### config.mk
export PLATFORM = sky130hd
export DESIGN_NAME = clk_monitor
export DESIGN_NICKNAME = d
export VERILOG_FILES = /design/src/rtl/clk_monitor_pkg.sv /design/src/rtl/clk_monitor_edge_sync.sv /design/src/rtl/clk_monitor.sv
export SDC_FILE = /design/constraint.sdc
export NUM_CORES = 1
export LEC_CHECK = 0
export BUFFER_PORTS_ARGS = -buffer_cell sky130_fd_sc_hd__buf_2
export CAP_MARGIN = 20
export CELL_PAD_IN_SITES_DETAIL_PLACEMENT = 1
export CELL_PAD_IN_SITES_GLOBAL_PLACEMENT = 2
export CORE_MARGIN = 2
export CORE_UTILIZATION = 37
export CTS_CLUSTER_SIZE = 25
export DETAILED_ROUTE_END_ITERATION = 10
export PLACE_DENSITY_LB_ADDON = 0.1
export SLEW_MARGIN = 20
export SYNTH_ARGS = -nofsm -noshare
export SYNTH_HDL_FRONTEND = slang
export SYNTH_SLANG_ARGS = --single-unit
### constraint.sdc
create_clock -name clk -period 3.47 [get_ports clk]
set_input_delay 0.694 -clock clk [delete_from_list [all_inputs] [get_ports clk]]
set_output_delay 0.694 -clock clk [all_outputs]
set_load 0.03 [all_outputs]
### src/rtl/clk_monitor_pkg.sv
// Shared definitions for the slow-clock monitor: mode/period mapping, FSM
// states and the stall threshold also used by the clock manager.
package clk_monitor_pkg;

  localparam int TIMEOUT_DEFAULT = 1024;
  localparam int MODE_W          = 3;
  localparam int MODE_COUNT      = 8;
  localparam int PERIOD_W        = 9;
  localparam logic [PERIOD_W-1:0] PERIOD_MAX = 9'd511;

  typedef enum logic [1:0] {
    ST_IDLE    = 2'd0,
    ST_MEASURE = 2'd1,
    ST_LOCKED  = 2'd2
  } state_e;

  typedef struct packed {
    logic              valid;
    logic [MODE_W-1:0] mode;
  } decode_t;

  // Mode m selects a slow clock of 2^(m+1) base cycles.
  function automatic logic [PERIOD_W-1:0] mode_period(input logic [MODE_W-1:0] m);
    logic [PERIOD_W-1:0] one;
    logic [MODE_W:0]     sh;
    one = {{(PERIOD_W-1){1'b0}}, 1'b1};
    sh  = {1'b0, m} + {{MODE_W{1'b0}}, 1'b1};
    return one << sh;
  endfunction

  function automatic decode_t decode_period(input logic [PERIOD_W-1:0] p);
    decode_t d;
    d.valid = 1'b0;
    d.mode  = '0;
    for (int i = MODE_COUNT - 1; i >= 0; i--) begin
      if (p == mode_period(MODE_W'(i))) begin
        d.valid = 1'b1;
        d.mode  = MODE_W'(i);
      end
    end
    return d;
  endfunction

endpackage

### src/rtl/clk_monitor_edge_sync.sv
// Two-flop synchronizer followed by a previous-value register; rise_o is a
// one-cycle strobe on each synchronized 0->1 transition of d_i.
module clk_monitor_edge_sync (
  input  logic clk,
  input  logic rst,
  input  logic d_i,
  output logic rise_o
);

  logic sync1_q;
  logic sync2_q;
  logic prev_q;

  always_ff @(posedge clk or posedge rst) begin
    if (rst) begin
      sync1_q <= 1'b0;
      sync2_q <= 1'b0;
      prev_q  <= 1'b0;
    end else begin
      sync1_q <= d_i;
      sync2_q <= sync1_q;
      prev_q  <= sync2_q;
    end
  end

  assign rise_o = sync2_q & ~prev_q;

endmodule

### src/rtl/clk_monitor.sv
// Measures the period of a slow clock sampled as data, decodes it back to a
// mode code, tracks lock and flags stall or disagreement with the programmed mode.
module clk_monitor
  import clk_monitor_pkg::*;
#(
  parameter int CNT_W   = 11,
  parameter int TIMEOUT = TIMEOUT_DEFAULT
) (
  input  logic                clk,
  input  logic                rst,
  input  logic                clk_in,
  input  logic [MODE_W-1:0]   prog_expected,
  output logic [MODE_W-1:0]   mode_meas,
  output logic [PERIOD_W-1:0] period,
  output logic                meas_valid,
  output logic                locked,
  output logic                mismatch,
  output logic                timeout,
  output state_e              dbg_state
);

  // meas_valid is a single-cycle strobe with no back-pressure: period,
  // mode_meas and locked are meaningful in that cycle and hold until the next one.

  localparam logic [CNT_W-1:0] CNT_MAX     = '1;
  localparam logic [CNT_W-1:0] CNT_ONE     = CNT_W'(1);
  localparam logic [CNT_W-1:0] CNT_TIMEOUT = CNT_W'(TIMEOUT);

  logic rise;

  clk_monitor_edge_sync u_edge_sync (
    .clk    (clk),
    .rst    (rst),
    .d_i    (clk_in),
    .rise_o (rise)
  );

  state_e              state_q, state_d;
  logic [CNT_W-1:0]    cnt_q, cnt_d;
  logic [MODE_W-1:0]   mode_q, mode_d;
  logic [PERIOD_W-1:0] period_q, period_d;
  logic                meas_valid_q, meas_valid_d;
  logic                locked_q, locked_d;
  logic                timeout_q, timeout_d;
  logic                mismatch_q, mismatch_d;
  logic                cand_valid_q, cand_valid_d;
  logic [MODE_W-1:0]   cand_mode_q, cand_mode_d;

  logic [PERIOD_W-1:0] period_sat;
  decode_t             dec;
  logic                timeout_hit;

  // CNT_W is at least PERIOD_W, so the low slice is exact below saturation.
  always_comb begin
    if (32'(cnt_q) > 32'(PERIOD_MAX)) period_sat = PERIOD_MAX;
    else                              period_sat = cnt_q[PERIOD_W-1:0];
  end

  assign dec         = decode_period(period_sat);
  assign timeout_hit = ~rise & (cnt_q == CNT_TIMEOUT);

  always_comb begin
    cnt_d = cnt_q;
    if (rise)                 cnt_d = CNT_ONE;
    else if (cnt_q != CNT_MAX) cnt_d = cnt_q + CNT_ONE;
  end

  always_comb begin
    state_d      = state_q;
    mode_d       = mode_q;
    period_d     = period_q;
    meas_valid_d = 1'b0;
    locked_d     = locked_q;
    timeout_d    = timeout_q;
    cand_valid_d = cand_valid_q;
    cand_mode_d  = cand_mode_q;

    if (rise) begin
      timeout_d = 1'b0;
      case (state_q)
        ST_IDLE: begin
          // First edge is only a reference; the count behind it is meaningless.
          state_d      = ST_MEASURE;
          locked_d     = 1'b0;
          cand_valid_d = 1'b0;
        end
        ST_MEASURE: begin
          meas_valid_d = 1'b1;
          period_d     = period_sat;
          if (dec.valid) mode_d = dec.mode;
          if (dec.valid && cand_valid_q && (dec.mode == cand_mode_q)) begin
            state_d  = ST_LOCKED;
            locked_d = 1'b1;
          end
          cand_valid_d = dec.valid;
          cand_mode_d  = dec.mode;
        end
        ST_LOCKED: begin
          meas_valid_d = 1'b1;
          period_d     = period_sat;
          if (dec.valid) mode_d = dec.mode;
          if (!dec.valid || (dec.mode != mode_q)) begin
            state_d      = ST_MEASURE;
            locked_d     = 1'b0;
            cand_valid_d = dec.valid;
            cand_mode_d  = dec.mode;
          end
        end
        default: begin
          state_d  = ST_IDLE;
          locked_d = 1'b0;
        end
      endcase
    end else if (timeout_hit) begin
      state_d   = ST_IDLE;
      timeout_d = 1'b1;
      locked_d  = 1'b0;
    end
  end

  assign mismatch_d = locked_q & (mode_q != prog_expected);

  always_ff @(posedge clk or posedge rst) begin
    if (rst) begin
      state_q      <= ST_IDLE;
      cnt_q        <= '0;
      mode_q       <= '0;
      period_q     <= '0;
      meas_valid_q <= 1'b0;
      locked_q     <= 1'b0;
      timeout_q    <= 1'b0;
      mismatch_q   <= 1'b0;
      cand_valid_q <= 1'b0;
      cand_mode_q  <= '0;
    end else begin
      state_q      <= state_d;
      cnt_q        <= cnt_d;
      mode_q       <= mode_d;
      period_q     <= period_d;
      meas_valid_q <= meas_valid_d;
      locked_q     <= locked_d;
      timeout_q    <= timeout_d;
      mismatch_q   <= mismatch_d;
      cand_valid_q <= cand_valid_d;
      cand_mode_q  <= cand_mode_d;
    end
  end

  assign mode_meas  = mode_q;
  assign period     = period_q;
  assign meas_valid = meas_valid_q;
  assign locked     = locked_q;
  assign mismatch   = mismatch_q;
  assign timeout    = timeout_q;
  assign dbg_state  = state_q;

endmodule

==> results of run 1 <==
metal layers:
layer | vias to the layer above | share of wire, %
li1 | 760 | -
met1 | 798 | 47
met2 | 16 | 49
met3 | 6 | 2.3
met4 | 0 | 1.2
met5 | - | 0
worst max-delay path, cell delays in order, from the launching register on:
cell	delay, ns
dfrtp_1	0.51
nor4_4	0.44
a21oi_1	0.15
or4b_4	0.56
o21ai_1	0.14
nand4_1	0.16
a21boi_4	0.26
mux2_4	0.32
path summary, 6_finish.rpt:
check / from / endpoint / slack [ns] / depth (start not counted)
worst max-delay path: cnt_q[7]$_DFFE_PP0P_ / dbg_state[1]$_DFFE_PP0P_ / 0.80 / 7
worst min register to register: u_edge_sync.sync1_q$_DFF_PP0_ / u_edge_sync.sync2_q$_DFF_PP0_ / 0.36 / 0
min in group asynchronous: rst / cand_mode_q[1]$_DFFE_PP0P_ / 0.50 / 2
max in group asynchronous: rst / locked$_DFFE_PP0P_ / 2.22 / 3
worst max register to register: cnt_q[7]$_DFFE_PP0P_ / dbg_state[1]$_DFFE_PP0P_ / 0.80 / 7
worst min-delay path: u_edge_sync.sync1_q$_DFF_PP0_ / u_edge_sync.sync2_q$_DFF_PP0_ / 0.36 / 0
cells by family after synthesis:
family                   after synthesis  share of synthesized area (%)
AND/OR/NAND/NOR                       80                          20.49
AO/OA/AOI/OAI                         38                          13.27
flip-flops                            36                          44.04
buffers and inverters                 21                          4.403
XOR/XNOR                              17                          7.279
multiplexers                          10                          6.238
adder cells (fa/ha/maj)                7                          4.281
sequential cells by signal, indices dropped and copies added (netlist names), 2 cells and up:
name,flops
cand_mode_q,3
period,9
cnt_q,11
dbg_state,2
mode_meas,3
cell type report:
class                   instances  share of cell area [%]
clock inverters                 1                  0.2195
multi-input cells             152                   46.27
well taps                      72                   3.952
flip-flops and latches         36                   39.52
inverters                       9                   1.482
repair buffers                 24                   5.379
clock buffers                   6                   3.183
layout by cell type (no fill, tap or decap), drive strengths merged, types with 6 or more instances in the layout:
cell	instances
dfrtp	36
nand2	25
buf	24
nor2	17
o21ai	14
xor2	9
inv	8
xnor2	8
a21oi	7
ha	7
mux2	7
clkbuf	6
power by group through the flow:
stage / clock, mW / sequential (mW) / combinational, mW
after floorplan: 0 / 0.714 / 0.399
after global placement: 0 / 0.639 / 0.633
after detailed placement: 0 / 0.650 / 0.653
after CTS: 0.289 / 0.642 / 0.657
after global routing: 0.311 / 0.659 / 0.713
final: 0.279 / 0.640 / 0.646
stage by stage:
stage / hold slack, ns / setup slack, ns / cell area [µm²] / util (%)
2_1_floorplan: 0.3312 / 1.027 / 2046 / -
3_3_place_gp: 0.3431 / 0.8919 / 2202 / 40.74
3_5_place_dp: 0.3355 / 0.8070 / 2202 / 40.74
4_1_cts: 0.3620 / 0.8039 / 2280 / 42.18
5_1_grt: 0.3648 / 0.5133 / 2280 / 42.18
6_report: 0.3557 / 0.8032 / 2280 / 42.18
==> impl_metrics.tcl, run 1 <==
set metrics [dict create \
    dr.pass1.iters 4 \
    start_kind "flop" \
    ctsRootBufferMaster "clkbuf_8" \
    finalHoldViolations 0 \
    antenna_found_initial 0 \
    multi_input_area_mm2 0.001055 \
    critPathKind "flop to flop" \
    synth_flop_cell "dfrtp_1" \
    grt_util_met2_pct 30.17 \
    crit_required_ns 3.64 \
    core_mm2 0.005405 \
    grt_pass1_vias 1606 \
    die_width_um 78.36 \
    met1_usage_pct 22.64 \
    finalNonFillerCells 300 \
    ys_async_sr_fraction_pct 100.0 \
    hp-class "flop to flop" \
    cts_buffers 5 \
    synth_nets 222 \
    wirelength_um 4954 \
    max-slew-margin-rel_pct 47.52 \
    avgRoutedWirePerCell_um 16.51 \
    place.gp.congestion 0.7573 \
    ys_types 46 \
    drc 0 \
    max_freq_ghz 0.3750 \
    p_switching_mw 0.6570 \
    synth_edf_count 0 \
    maxCapViolations 0 \
    yosysSeqAreaShare_pct 44.04 \
    synthMostInstantiatedCell "dfrtp_1" \
    fillers 653 \
    p_comb_share_pct 41.3 \
    yosysTopAreaCell "dfrtp_1" \
    final_nets 241 \
    antenna_cells 0 \
    synthToLayoutAreaGrowth_pct 11.44 \
    swShare_pct 41.98 \
    busiest_layer "met2" \
    worst_pin_slew_ns 0.7856 \
    grt_usage_pct 17.74 \
    cp.arrival_ns 2.84 \
    dieArea_mm2 0.006140 \
    fin_crit_ns 2.667 \
    clk_latency_ns 0.29 \
    viasPerCell 5.267 \
    power_mw 1.565 \
    p_per_area_mw_per_mm2 686.5 \
    row_count 27 \
    start_util_pct 37.85 \
    yosys_warnings 0 \
    grt_use_met3_pct 3.908 \
    syn_area_mm2 0.002046 \
    crit_path_end_kind "flop" \
    power_frac_clock_pct 17.8 \
    crit_fanout 10 \
    dr_total_vias 1580 \
    leakage_nw 1.080 \
    ant_nets 0 \
    drt_iter0_drc 58 \
    cts.sinks 36 \
    outcome "finished, final reports clean" \
    peakVddDrop_mv 0.2513 \
    pwr-share-seq_pct 40.9 \
    setup_viol 0 \
    port_buffers 23 \
    internal_power_mw 0.9080 \
    synth_area_leaders "dfrtp_1 (44%), nand2_1 (4.6%), ha_1 (4.3%)" \
    cts_tree "yes" \
    avgSynthCellArea_um2 9.788 \
    cts_resized 0 \
    fin_setup_tns_ns 0 \
    period_share_pct 76.85 \
    cts_buffer_depth 2 \
    hpwl_um 3708 \
    boundaryPins 24 \
    dieHeight_um 78.36 \
    synthCells 209 \
    synthDominantCellAreaShare_pct 44.04 \
    rsz0062_at_grt "no" \
    finalMaxSlewViolations 0 \
    grt_max_degree 20 \
    dp_cells 293 \
    seq_area_um2 900.9 \
    synthTopCellsByCount "dfrtp_1 (36), nand2_1 (25), nor2_1 (17)" \
    clk_pin_slew_ns 0.07 \
    grt_overflow_total 0 \
    hold_buffers 0 \
    ys_seq_elements 36 \
    drive_gt1_share_pct 20.18 \
    clock_skew_ns 0.007958 \
    post-cts-setup-buffers 0 \
    grt_pass1_wl_um 8355 \
    cts_max_level 2 \
]
(Power assumes the default switching activity.)
==> inputs of run 2 (changes only) <==
CORE_UTILIZATION = 33   (was 37)
clock period = 2.3 ns   (was 3.47 ns; I/O delays follow)
==> impl_metrics.tcl, run 2 (synthesis results as in run 1) <==
set metrics [dict create \
    outcome "complete, but fails checks" \
    violations "negative setup slack" \
    place.gp.congestion 0.8662 \
    core_mm2 0.005956 \
    place_area_mm2 0.002436 \
    wirelength_um 5174 \
    crit_path_end_kind "flop" \
    whs_ns 0.2688 \
    clock_skew_ns 0.001434 \
    startpoint "cnt_q[8]$_DFFE_PP0P_" \
    clk_pin_slew_ns 0.07 \
    maxCapViolations 0 \
    post-place-ws_ns -0.1333 \
    finalMaxSlewViolations 0 \
    crit_required_ns 2.47 \
    cts_max_level 2 \
    largest_reg_flops 11 \
    leakage_nw 1.255 \
    hpwl_um 3937 \
    drt_iter0_drc 94 \
    power_mw 2.542 \
    setup_viol 6 \
    crit_fanout 10 \
    top_register "cnt_q" \
    worst_pin_slew_ns 0.4780 \
    final_nets 274 \
    fin_crit_ns 2.395 \
    hold_buffers 0 \
    clk_latency_ns 0.28 \
    grt_overflow_total 0 \
    dieArea_mm2 0.006845 \
    antenna_found_initial 0 \
    final_common_cell "dfrtp_1" \
    design_area_mm2 0.002572 \
    r2r_start "cnt_q[8]$_DFFE_PP0P_" \
    cts_buffer_depth 2 \
    hp-class "input pin to async pin" \
    setup_ws_ns -0.09461 \
    start_util_pct 34.35 \
    port_buffers 23 \
    synthToLayoutAreaGrowth_pct 25.75 \
    max-slew-margin-rel_pct 67.84 \
    grt_pass1_vias 1822 \
    critical_path.max_stage_delay_ns 0.41 \
    ctsRootBufferMaster "clkbuf_8" \
    max_freq_ghz 0.4176 \
    layout_common_cells "dfrtp_1 (36), buf_4 (34), nand2_1 (25)" \
    critPathKind "flop to flop" \
    die_width_um 82.74 \
    peakVddDrop_mv 0.3592 \
    row_count 28 \
    fin_setup_tns_ns -0.4377 \
    boundaryPins 24 \
    cp.arrival_ns 2.57 \
    finalHoldViolations 0 \
    period_share_pct 104.1 \
    critPathSlowestCell "dfrtp_1" \
    antenna_cells 0 \
    cts.sinks 36 \
    p_per_area_mw_per_mm2 988.1 \
    dr_total_vias 1697 \
    start_kind "flop" \
    drc 0 \
    ant_nets 0 \
    cts_tree "yes" \
    cts_buffers 5 \
    grt_max_degree 37 \
    avgRoutedWirePerCell_um 15.40 \
    worstPathCellList "buf_4 -> and2b_2 -> a221o_1 -> and3_1 -> xnor2_1 -> a41oi_2 -> a21boi_4 -> mux2_4" \
    dieHeight_um 82.74 \
    rsz0062_at_grt "yes" \
    drive_gt1_share_pct 32.95 \
    grt_pass1_wl_um 8838 \
    grt_usage_pct 17.25 \
    viasPerCell 5.051 \
    dr.pass1.iters 4 \
]
run 2: cell count changes in the layout (fill, tap and decap cells not counted), sizes merged:
cell	previous run	this run
buf	24	57
run 2: area by class of cell:
class,instances,area (µm²)
clock buffers,6,72.57
clock inverters,1,5.005
fillers,702,3383
inverters,9,33.78
multi-input cells,152,1096
flip-flops and latches,36,900.9
well taps,75,93.84
repair buffers,57,370.4
run 2: power by group:
group | leakage, nW | internal, mW | switching [mW]
Sequential | 0.473 | 0.780 | 0.144
Combinational | 0.740 | 0.509 | 0.681
Clock | 0.0410 | 0.206 | 0.222
run 2: stage by stage:
step / cells / util (%)
finish: 336 / 43.19
global route: 336 / 43.19
CTS: 336 / 43.00
detailed placement: 326 / 40.90
global placement: 326 / 40.90
floorplan: 209 / -
run 2: worst max-delay path: cells and delay by family, from the launching register on:
kind / cells / cell delay [ns]
flip-flops: 1 / 0.41
AND/OR/NAND/NOR: 2 / 0.46
XOR/XNOR: 1 / 0.16
buffers and inverters: 1 / 0.19
AO/OA/AOI/OAI: 3 / 0.76
multiplexers: 1 / 0.31
run 2: final timing paths:
path | slack (ns) | cells after the start | endpoint
hold reg to reg | 0.36 | 0 | u_edge_sync.sync2_q$_DFF_PP0_
min in group clk | 0.28 | 1 | u_edge_sync.sync1_q$_DFF_PP0_
setup / recovery | -0.09 | 8 | locked$_DFFE_PP0P_
hold / removal | 0.27 | 3 | period[6]$_DFFE_PP0P_
setup reg to reg | -0.09 | 8 | locked$_DFFE_PP0P_
max in group asynchronous | 1.68 | 3 | cand_mode_q[1]$_DFFE_PP0P_
run 2: routing by layer:
layer / vias to the layer above / track usage, % / wire length, µm
met5: - / 0 / 0
met4: 0 / 6.393 / 86
met3: 8 / 3.804 / 200
met2: 30 / 28.71 / 2586
met1: 837 / 21.88 / 2301
li1: 822 / - / -
run 2: timing repair:
action | CTS | global route
endpoints found under the hold margin | 0 | 0
setup endpoints to repair | 6 | 9
setup buffers | 3 | 0
pin swaps | 4 | 1
resized for setup | 5 | 2
